==> src/rtl/cnn_layer_sequencer_pkg.sv <==
// ---------------------------------------------------------------------------
// cnn_layer_sequencer_pkg
// Shared CNN definitions: layer count, counter width, watchdog default and
// the layer-sequencer state encoding.
// ---------------------------------------------------------------------------
package cnn_layer_sequencer_pkg;

  localparam int          CNN_NUM_LAYERS      = 3;
  localparam int          CNN_CNT_W           = 32;
  localparam logic [31:0] CNN_TIMEOUT_DEFAULT = 32'd65535;

  typedef enum logic [1:0] {
    ST_IDLE = 2'd0,
    ST_RUN  = 2'd1,
    ST_DONE = 2'd2,
    ST_ERR  = 2'd3
  } seq_state_e;

endpackage

==> src/rtl/cnn_layer_sequencer_if.sv <==
// ---------------------------------------------------------------------------
// cnn_layer_sequencer_if
// Control/status bundle between a host + three layer engines (master side)
// and the layer sequencer (slave side).
//   start, abort, pipe_mode          : run control from the host
//   l1/l2/l3_done, l1/l2_pipe_done   : progress pulses from the layer engines
//   l1/l2/l3_start                   : single-cycle start pulses to engines
//   active[2:0], busy, all_done,
//   error, cycle_count[31:0]         : status back to the host
// ---------------------------------------------------------------------------
interface cnn_layer_sequencer_if;

  logic        start;
  logic        abort;
  logic        pipe_mode;
  logic        l1_done;
  logic        l2_done;
  logic        l3_done;
  logic        l1_pipe_done;
  logic        l2_pipe_done;
  logic        l1_start;
  logic        l2_start;
  logic        l3_start;
  logic [2:0]  active;
  logic        busy;
  logic        all_done;
  logic        error;
  logic [cnn_layer_sequencer_pkg::CNN_CNT_W-1:0] cycle_count;

  modport master (
    output start, abort, pipe_mode,
    output l1_done, l2_done, l3_done, l1_pipe_done, l2_pipe_done,
    input  l1_start, l2_start, l3_start, active, busy, all_done, error,
    input  cycle_count
  );

  modport slave (
    input  start, abort, pipe_mode,
    input  l1_done, l2_done, l3_done, l1_pipe_done, l2_pipe_done,
    output l1_start, l2_start, l3_start, active, busy, all_done, error,
    output cycle_count
  );

endinterface

==> src/rtl/counter_cnn.sv <==
// ---------------------------------------------------------------------------
// counter_cnn
// Generic saturating up-counter.
//   clk, rst  : clock, async active-high reset (count -> 0)
//   i_clear   : synchronous clear, wins over i_keep
//   i_keep    : hold the current value
//   o_count   : current count; sticks at all-ones
// ---------------------------------------------------------------------------
module counter_cnn #(
  parameter int WIDTH = 32
) (
  input  logic             clk,
  input  logic             rst,
  input  logic             i_clear,
  input  logic             i_keep,
  output logic [WIDTH-1:0] o_count
);

  logic [WIDTH-1:0] r_count;

  always_ff @(posedge clk or posedge rst) begin
    if (rst)                             r_count <= '0;
    else if (i_clear)                    r_count <= '0;
    else if (!i_keep && (r_count != '1)) r_count <= r_count + 1'b1;
  end

  assign o_count = r_count;

endmodule

==> src/rtl/cnn_layer_sequencer.sv <==
// ---------------------------------------------------------------------------
// cnn_layer_sequencer
// Schedules a 3-layer inference run. Layer 1 starts on start accept; layer
// N+1 starts after layer N reports done, or (pipelined mode) after layer N
// reports it is far enough along. A watchdog forces ERR when no progress is
// seen for TIMEOUT_CYCLES cycles. All outputs are registered.
//   clk, rst : clock, async active-high reset
//   bus      : cnn_layer_sequencer_if.slave (control in, starts/status out)
// ---------------------------------------------------------------------------
module cnn_layer_sequencer
  import cnn_layer_sequencer_pkg::*;
#(
  parameter logic [31:0] TIMEOUT_CYCLES  = CNN_TIMEOUT_DEFAULT,
  parameter logic        PIPE_EN_DEFAULT = 1'b1
) (
  input  logic                        clk,
  input  logic                        rst,
  cnn_layer_sequencer_if.slave        bus
);

  seq_state_e                    r_state, nxt_state;
  logic [CNN_NUM_LAYERS-1:0]     r_lstart, nxt_lstart;
  logic [CNN_NUM_LAYERS-1:0]     r_active, nxt_active;
  logic [CNN_NUM_LAYERS-1:1]     r_started, nxt_started;  // layers 2..3 launched this run
  logic                          r_busy, r_all_done, nxt_all_done;
  logic                          r_error, nxt_error;
  logic                          r_pipe, nxt_pipe;

  logic [CNN_NUM_LAYERS-1:0]     w_done;
  logic [CNN_NUM_LAYERS-2:0]     w_pdone;
  logic [CNN_NUM_LAYERS-2:0]     w_adv;      // layer n ready to hand off to n+1
  logic                          w_start_acc;
  logic                          w_evt;      // accepted progress event
  logic                          w_timeout;
  logic [CNN_CNT_W-1:0]          w_wd_cnt;
  logic [CNN_CNT_W-1:0]          w_cycle_cnt;

  assign w_done  = {bus.l3_done, bus.l2_done, bus.l1_done};
  assign w_pdone = {bus.l2_pipe_done, bus.l1_pipe_done};
  // pipe_done only counts in pipelined mode; any input from an idle layer is dropped
  assign w_adv   = r_active[CNN_NUM_LAYERS-2:0] &
                   (w_done[CNN_NUM_LAYERS-2:0] | ({(CNN_NUM_LAYERS-1){r_pipe}} & w_pdone));
  assign w_timeout = (w_wd_cnt >= TIMEOUT_CYCLES);

  always_comb begin
    nxt_state    = r_state;
    nxt_lstart   = '0;
    nxt_active   = r_active;
    nxt_started  = r_started;
    nxt_all_done = 1'b0;
    nxt_error    = r_error;
    nxt_pipe     = r_pipe;
    w_start_acc  = 1'b0;
    w_evt        = 1'b0;
    case (r_state)
      ST_IDLE: begin
        if (bus.start && !bus.abort) begin
          w_start_acc = 1'b1;
          nxt_state   = ST_RUN;
          nxt_lstart  = 3'b001;
          nxt_active  = 3'b001;
          nxt_started = '0;
          nxt_pipe    = bus.pipe_mode;
          nxt_error   = 1'b0;
        end
      end
      ST_RUN: begin
        if (bus.abort) begin
          nxt_state  = ST_IDLE;
          nxt_active = '0;
        end else if (w_timeout) begin
          nxt_state  = ST_ERR;
          nxt_active = '0;
          nxt_error  = 1'b1;
        end else if (r_started[CNN_NUM_LAYERS-1] && (r_active == '0)) begin
          nxt_state    = ST_DONE;
          nxt_all_done = 1'b1;
        end else begin
          for (int n = 0; n < CNN_NUM_LAYERS; n++) begin
            if (w_done[n] && r_active[n]) begin
              nxt_active[n] = 1'b0;
              w_evt         = 1'b1;
            end
          end
          for (int n = 0; n < CNN_NUM_LAYERS-1; n++) begin
            if (w_adv[n]) w_evt = 1'b1;
            // launch each downstream layer once, whichever hand-off arrives first
            if (w_adv[n] && !r_started[n+1]) begin
              nxt_lstart[n+1]  = 1'b1;
              nxt_active[n+1]  = 1'b1;
              nxt_started[n+1] = 1'b1;
            end
          end
        end
      end
      ST_DONE: nxt_state = ST_IDLE;
      ST_ERR: begin
        // start only releases ERR; the host must issue a fresh start from IDLE
        if (bus.abort) begin
          nxt_state = ST_IDLE;
        end else if (bus.start) begin
          nxt_state = ST_IDLE;
          nxt_error = 1'b0;
        end
      end
      default: nxt_state = ST_IDLE;
    endcase
  end

  always_ff @(posedge clk or posedge rst) begin
    if (rst) begin
      r_state    <= ST_IDLE;
      r_lstart   <= '0;
      r_active   <= '0;
      r_started  <= '0;
      r_busy     <= 1'b0;
      r_all_done <= 1'b0;
      r_error    <= 1'b0;
      r_pipe     <= PIPE_EN_DEFAULT;
    end else begin
      r_state    <= nxt_state;
      r_lstart   <= nxt_lstart;
      r_active   <= nxt_active;
      r_started  <= nxt_started;
      r_busy     <= (nxt_state != ST_IDLE);
      r_all_done <= nxt_all_done;
      r_error    <= nxt_error;
      r_pipe     <= nxt_pipe;
    end
  end

  counter_cnn #(.WIDTH(CNN_CNT_W)) u_wd_cnt (
    .clk     (clk),
    .rst     (rst),
    .i_clear (w_start_acc | w_evt),
    .i_keep  (r_state != ST_RUN),
    .o_count (w_wd_cnt)
  );

  counter_cnn #(.WIDTH(CNN_CNT_W)) u_cycle_cnt (
    .clk     (clk),
    .rst     (rst),
    .i_clear (w_start_acc),
    .i_keep  (r_state != ST_RUN),
    .o_count (w_cycle_cnt)
  );

  assign bus.l1_start    = r_lstart[0];
  assign bus.l2_start    = r_lstart[1];
  assign bus.l3_start    = r_lstart[2];
  assign bus.active      = r_active;
  assign bus.busy        = r_busy;
  assign bus.all_done    = r_all_done;
  assign bus.error       = r_error;
  assign bus.cycle_count = w_cycle_cnt;

endmodule

==> src/flat_wrapper.sv <==
// flat-port wrapper written by rule: the top's interface ports become plain ports
module cnn_layer_sequencer_flat import cnn_layer_sequencer_pkg::*;
#(
  parameter logic [31:0] TIMEOUT_CYCLES  = CNN_TIMEOUT_DEFAULT,
  parameter logic        PIPE_EN_DEFAULT = 1'b1
)
  (clk, rst, bus_start, bus_abort, bus_pipe_mode, bus_l1_done, bus_l2_done, bus_l3_done, bus_l1_pipe_done, bus_l2_pipe_done, bus_l1_start, bus_l2_start, bus_l3_start, bus_active, bus_busy, bus_all_done, bus_error, bus_cycle_count);
  cnn_layer_sequencer_if bus_i ();
  input  logic clk;
  input  logic rst;
  input wire logic [$bits(bus_i.start)-1:0] bus_start;
  input wire logic [$bits(bus_i.abort)-1:0] bus_abort;
  input wire logic [$bits(bus_i.pipe_mode)-1:0] bus_pipe_mode;
  input wire logic [$bits(bus_i.l1_done)-1:0] bus_l1_done;
  input wire logic [$bits(bus_i.l2_done)-1:0] bus_l2_done;
  input wire logic [$bits(bus_i.l3_done)-1:0] bus_l3_done;
  input wire logic [$bits(bus_i.l1_pipe_done)-1:0] bus_l1_pipe_done;
  input wire logic [$bits(bus_i.l2_pipe_done)-1:0] bus_l2_pipe_done;
  output wire logic [$bits(bus_i.l1_start)-1:0] bus_l1_start;
  output wire logic [$bits(bus_i.l2_start)-1:0] bus_l2_start;
  output wire logic [$bits(bus_i.l3_start)-1:0] bus_l3_start;
  output wire logic [$bits(bus_i.active)-1:0] bus_active;
  output wire logic [$bits(bus_i.busy)-1:0] bus_busy;
  output wire logic [$bits(bus_i.all_done)-1:0] bus_all_done;
  output wire logic [$bits(bus_i.error)-1:0] bus_error;
  output wire logic [$bits(bus_i.cycle_count)-1:0] bus_cycle_count;
  assign bus_i.start = bus_start;
  assign bus_i.abort = bus_abort;
  assign bus_i.pipe_mode = bus_pipe_mode;
  assign bus_i.l1_done = bus_l1_done;
  assign bus_i.l2_done = bus_l2_done;
  assign bus_i.l3_done = bus_l3_done;
  assign bus_i.l1_pipe_done = bus_l1_pipe_done;
  assign bus_i.l2_pipe_done = bus_l2_pipe_done;
  assign bus_l1_start = bus_i.l1_start;
  assign bus_l2_start = bus_i.l2_start;
  assign bus_l3_start = bus_i.l3_start;
  assign bus_active = bus_i.active;
  assign bus_busy = bus_i.busy;
  assign bus_all_done = bus_i.all_done;
  assign bus_error = bus_i.error;
  assign bus_cycle_count = bus_i.cycle_count;
  cnn_layer_sequencer #(.TIMEOUT_CYCLES(TIMEOUT_CYCLES), .PIPE_EN_DEFAULT(PIPE_EN_DEFAULT)) u_core (.clk(clk), .rst(rst), .bus(bus_i));
endmodule
==> config.mk <==
export PLATFORM = sky130hd
export DESIGN_NAME = cnn_layer_sequencer_flat
export DESIGN_NICKNAME = d
export VERILOG_FILES = /design/src/rtl/cnn_layer_sequencer_pkg.sv /design/src/rtl/cnn_layer_sequencer_if.sv /design/src/rtl/counter_cnn.sv /design/src/rtl/cnn_layer_sequencer.sv /design/src/flat_wrapper.sv
export SDC_FILE = /design/constraint.sdc
export NUM_CORES = 1
export LEC_CHECK = 0
export CAP_MARGIN = 25
export CORE_MARGIN = 1
export CORE_UTILIZATION = 52
export CTS_BUF_LIST = sky130_fd_sc_hd__clkbuf_4
export DETAILED_ROUTE_END_ITERATION = 6
export GPL_TIMING_DRIVEN = 0
export PLACE_DENSITY = 0.78
export SYNTH_ARGS = -nofsm -noshare
export SYNTH_HDL_FRONTEND = slang
export SYNTH_SLANG_ARGS = --single-unit
==> constraint.sdc <==
create_clock -name clk -period 3.1 [get_ports clk]
set_clock_uncertainty 0.05 [all_clocks]
set_input_delay 0.93 -clock clk [delete_from_list [all_inputs] [get_ports clk]]
set_output_delay 0.93 -clock clk [all_outputs]
set_load 0.1 [all_outputs]
==> summary.md <==
| Metric | Value |
|---|---|
| Outcome | `finished, final reports clean` |
| Rel. slew slack | `0.325` |
| Fmax achieved | `0.330 GHz` |
| GR Util All Layers | `0.267` |
| N_diodes | `0` |
| Critical path peak fanout | `6` |
| Crit path capture type | `primary output` |
| Placed instance area | `0.00492 mm^2` |
| Least-Margin Pin Slew | `1.01 ns` |
| Placer congestion estimate | `0.874` |
| Max_cap viols | `0` |
| I/O pin cnt | `51` |
| RSZ-0062 raised after global routing | `false` |
| ANT nets after route | `0` |
| Most frequent cells in the layout | `77 x dfrtp_1, 38 x clkdlybuf4s50_1, 35 x nand2_1, 34 x nor2_1, 33 x a21oi_1` |
| Critical Path Max Stage Delay | `1.19 ns` |
| CTS clk-pin slew, worst paths | `0.12 ns` |
| Min Tclk post-route | `3.03 ns` |
| Post-DP HPWL | `7300 um` |
| Area Growth Syn to Fin | `21.0%` |
| CP top delay family | `buffers and inverters` |
| Initial Util | `0.546` |
| Smallest hold slack | `0.443 ns` |
| Num CTS Buffers | `9` |
| Clock sinks | `78` |
| Syn Nets | `470` |
| Post-synthesis sequential area ratio | `0.458` |
| Global-route wire length before repair | `18100 um` |
| Die X | `92.5 um` |
| Site row count | `32` |
| Worst path cell trace | `clkdlybuf4s50_1` |
| Initial antenna violation count | `0` |
| CP bufs+invs | `1` |
| Setup violations, final | `0` |
| Final Max Tran Viols | `0` |
| Die ar. | `0.00856 mm^2` |
| Final Util | `0.660` |
| CP max stage cell | `clkdlybuf4s50_1` |
| IO Port Bufs | `50` |
| Ys flop type | `dfrtp_1` |
| Die height | `92.5 um` |
| Synthesized instance count | `458` |
| Most common cell after layout, fill and taps aside | `dfrtp_1` |
| Ys Warns | `0` |
| Clock latency on the worst-skew pair | `0.42 ns` |
| GRT overflow | `0` |
| Post-Route WL | `10600 um` |
| Final Net Count | `532` |
| Leakage | `2.30 nW` |
| Async S/R FF share, synth | `1.00` |
| Post-synth EDFFs | `0` |
| Clock root buffer | `clkbuf_4` |
| Period Utilization, post-route | `0.978` |
| Critical Path RT | `2.12 ns` |
| Drt initial violations | `318` |
| Final hold viol count | `0` |
| Setup Fix Bufs, Post-CTS | `0` |
| CTS HTree Levels | `3` |
| TritonCTS clock tree | `done` |
| Number of library cell types mapped by synthesis | `61` |
| DR vias | `3861` |
| Layout cells sized above 1 | `0.111` |
| Post-synthesis register bit count | `78` |
| PwrDens | `594 mW/mm^2` |
| CP arrival | `2.05 ns` |
| Syn Area/Cell | `9.30 um^2` |
| Vias per cell | `6.17` |
| # fillers | `657` |
| WS Path Type | `reg2out` |
| DR DRC count | `0` |
| Mapped Area | `0.00426 mm^2` |
| Design area | `0.00515 mm^2` |
| Critical Path Source Type | `flop` |
| Avg WL per Cell | `16.9 um` |
| DRT Pass-1 Iters | `5` |
| Number of global-route vias before repair | `3717` |
| CORE AREA | `0.00781 mm^2` |
| Largest net degree at the start of global routing | `73` |
| Clk buf depth | `2` |
| Peak supply drop | `0.387 mV` |
| Hold/Removal Path Class | `reg2reg` |
[final cells by class]
cell class / count / area [um^2] / share of cell area
well taps: 102 / 128 / 0.0248
repair buffers: 51 / 558 / 0.108
flip-flops and latches: 78 / 1950 / 0.379
clock buffers: 11 / 82.6 / 0.0160
inverters: 12 / 47.5 / 0.00923
plain buffers: 24 / 151 / 0.0294
clock inverters: 4 / 120 / 0.0233
multi-input cells: 344 / 2110 / 0.410
[worst paths after layout]
| check | start | to | slack, ns | cells after the start |
|---|---|---|---|---|
| max | u_core.u_cycle_cnt.o_count[12] | bus_cycle_count[12] | 0.07 | 1 |
| min | u_core.r_started[2] | u_core.r_lstart[2] | 0.44 | 1 |
| max reg2reg | u_core.r_state[1] | u_core.u_wd_cnt.o_count[14] | 0.54 | 7 |
| min reg2reg | u_core.r_started[2] | u_core.r_lstart[2] | 0.44 | 1 |
| max in group asynchronous | rst | u_core.bus.active[0] | 1.75 | 3 |
| min in group asynchronous | rst | u_core.r_lstart[1] | 0.68 | 2 |
[per-layer routing]
| layer | part of all wire | GRT usage | vias to the layer above |
|---|---|---|---|
| li1 | - | - | 1850 |
| met1 | 0.45 | 0.374 | 1873 |
| met2 | 0.48 | 0.410 | 120 |
| met3 | 0.055 | 0.0632 | 18 |
| met5 | 0 | 0 | - |
| met4 | 0.018 | 0.0872 | 0 |
[cell usage after synthesis (3+ instances only)]
library cell  number  share of area
buf_2              7         0.0082
nand2_1           35          0.031
xnor2_1            6          0.012
nor2_1            34          0.030
and4_2             5          0.012
inv_1             12          0.011
nand3_1           24          0.028
mux2i_1            3         0.0070
and4_1             6          0.012
and3_1             8          0.012
or4_1              9          0.016
o2111ai_1          6          0.012
and2_1             4         0.0059
a31oi_1            3         0.0044
nand4_1           17          0.025
o211ai_1           9          0.016
dfrtp_1           77           0.45
or3_1             23          0.034
nor4_1            12          0.018
buf_6              6          0.016
clkbuf_1           9         0.0079
xor2_1            11          0.023
a21oi_1           33          0.039
o31ai_1            8          0.014
nand4_2            3         0.0088
or2_2              4         0.0059
a21o_1             4         0.0070
o21ai_0           30          0.035
nor3_1            12          0.014
[worst reg2reg max path, stage by stage, from the launching register on]
cell and delay (ns):
dfrtp_1 0.46, nand2b_1 0.17, clkbuf_1 0.23, nor2_1 0.22, nand2b_1 0.13, o31ai_1 0.71
clkbuf_2 0.39, nor2_1 0.09
[power breakdown]
part	switching, W	leakage [nW]	internal (W)
combinational	0.000733	1.12	0.000267
clock	0.000346	0.107	0.000504
sequential	0.000101	1.07	0.00111
total	0.00118	2.30	0.00188
[state kept, by name, indices dropped and copies added, names as in the netlist]
| register | count |
|---|---|
| u_core.r_lstart | 3 |
| u_core.r_state | 2 |
| u_core.u_cycle_cnt.o_count | 32 |
| u_core.bus.error | 1 |
| u_core.bus.active | 3 |
| u_core.u_wd_cnt.o_count | 32 |
| u_core.r_pipe | 1 |
| u_core.r_started | 2 |
| u_core.bus.busy | 1 |
| u_core.bus.all_done | 1 |
[what timing repair did]
action | 4_1_cts | 5_1_grt
hold endpoints to repair | 0 | 0
resized for setup | 0 | 16
endpoints found under the setup margin | 0 | 22
hold buffers | 0 | 0
[cells by family after synthesis]
family	share of synthesized area
buffers and inverters	0.0455
multiplexers	0.00705
XOR/XNOR	0.0349
adder cells (fa/ha/maj)	0.00587
AND/OR/NAND/NOR	0.280
AO/OA/AOI/OAI	0.168
flip-flops	0.458
[metrics by stage]
stage	total power [W]	setup TNS (ns)	setup WS [ns]	std cells
floorplan	0.00194	0	0.127	458
global placement	0.00220	-97.03	-1.16	610
detailed placement	0.00223	-7.17	-0.322	611
CTS	0.00307	0	0.00875	626
global route	0.00322	0	0.0000562	626
finish	0.00306	0	0.0695	626
(Power assumes the default switching activity.)
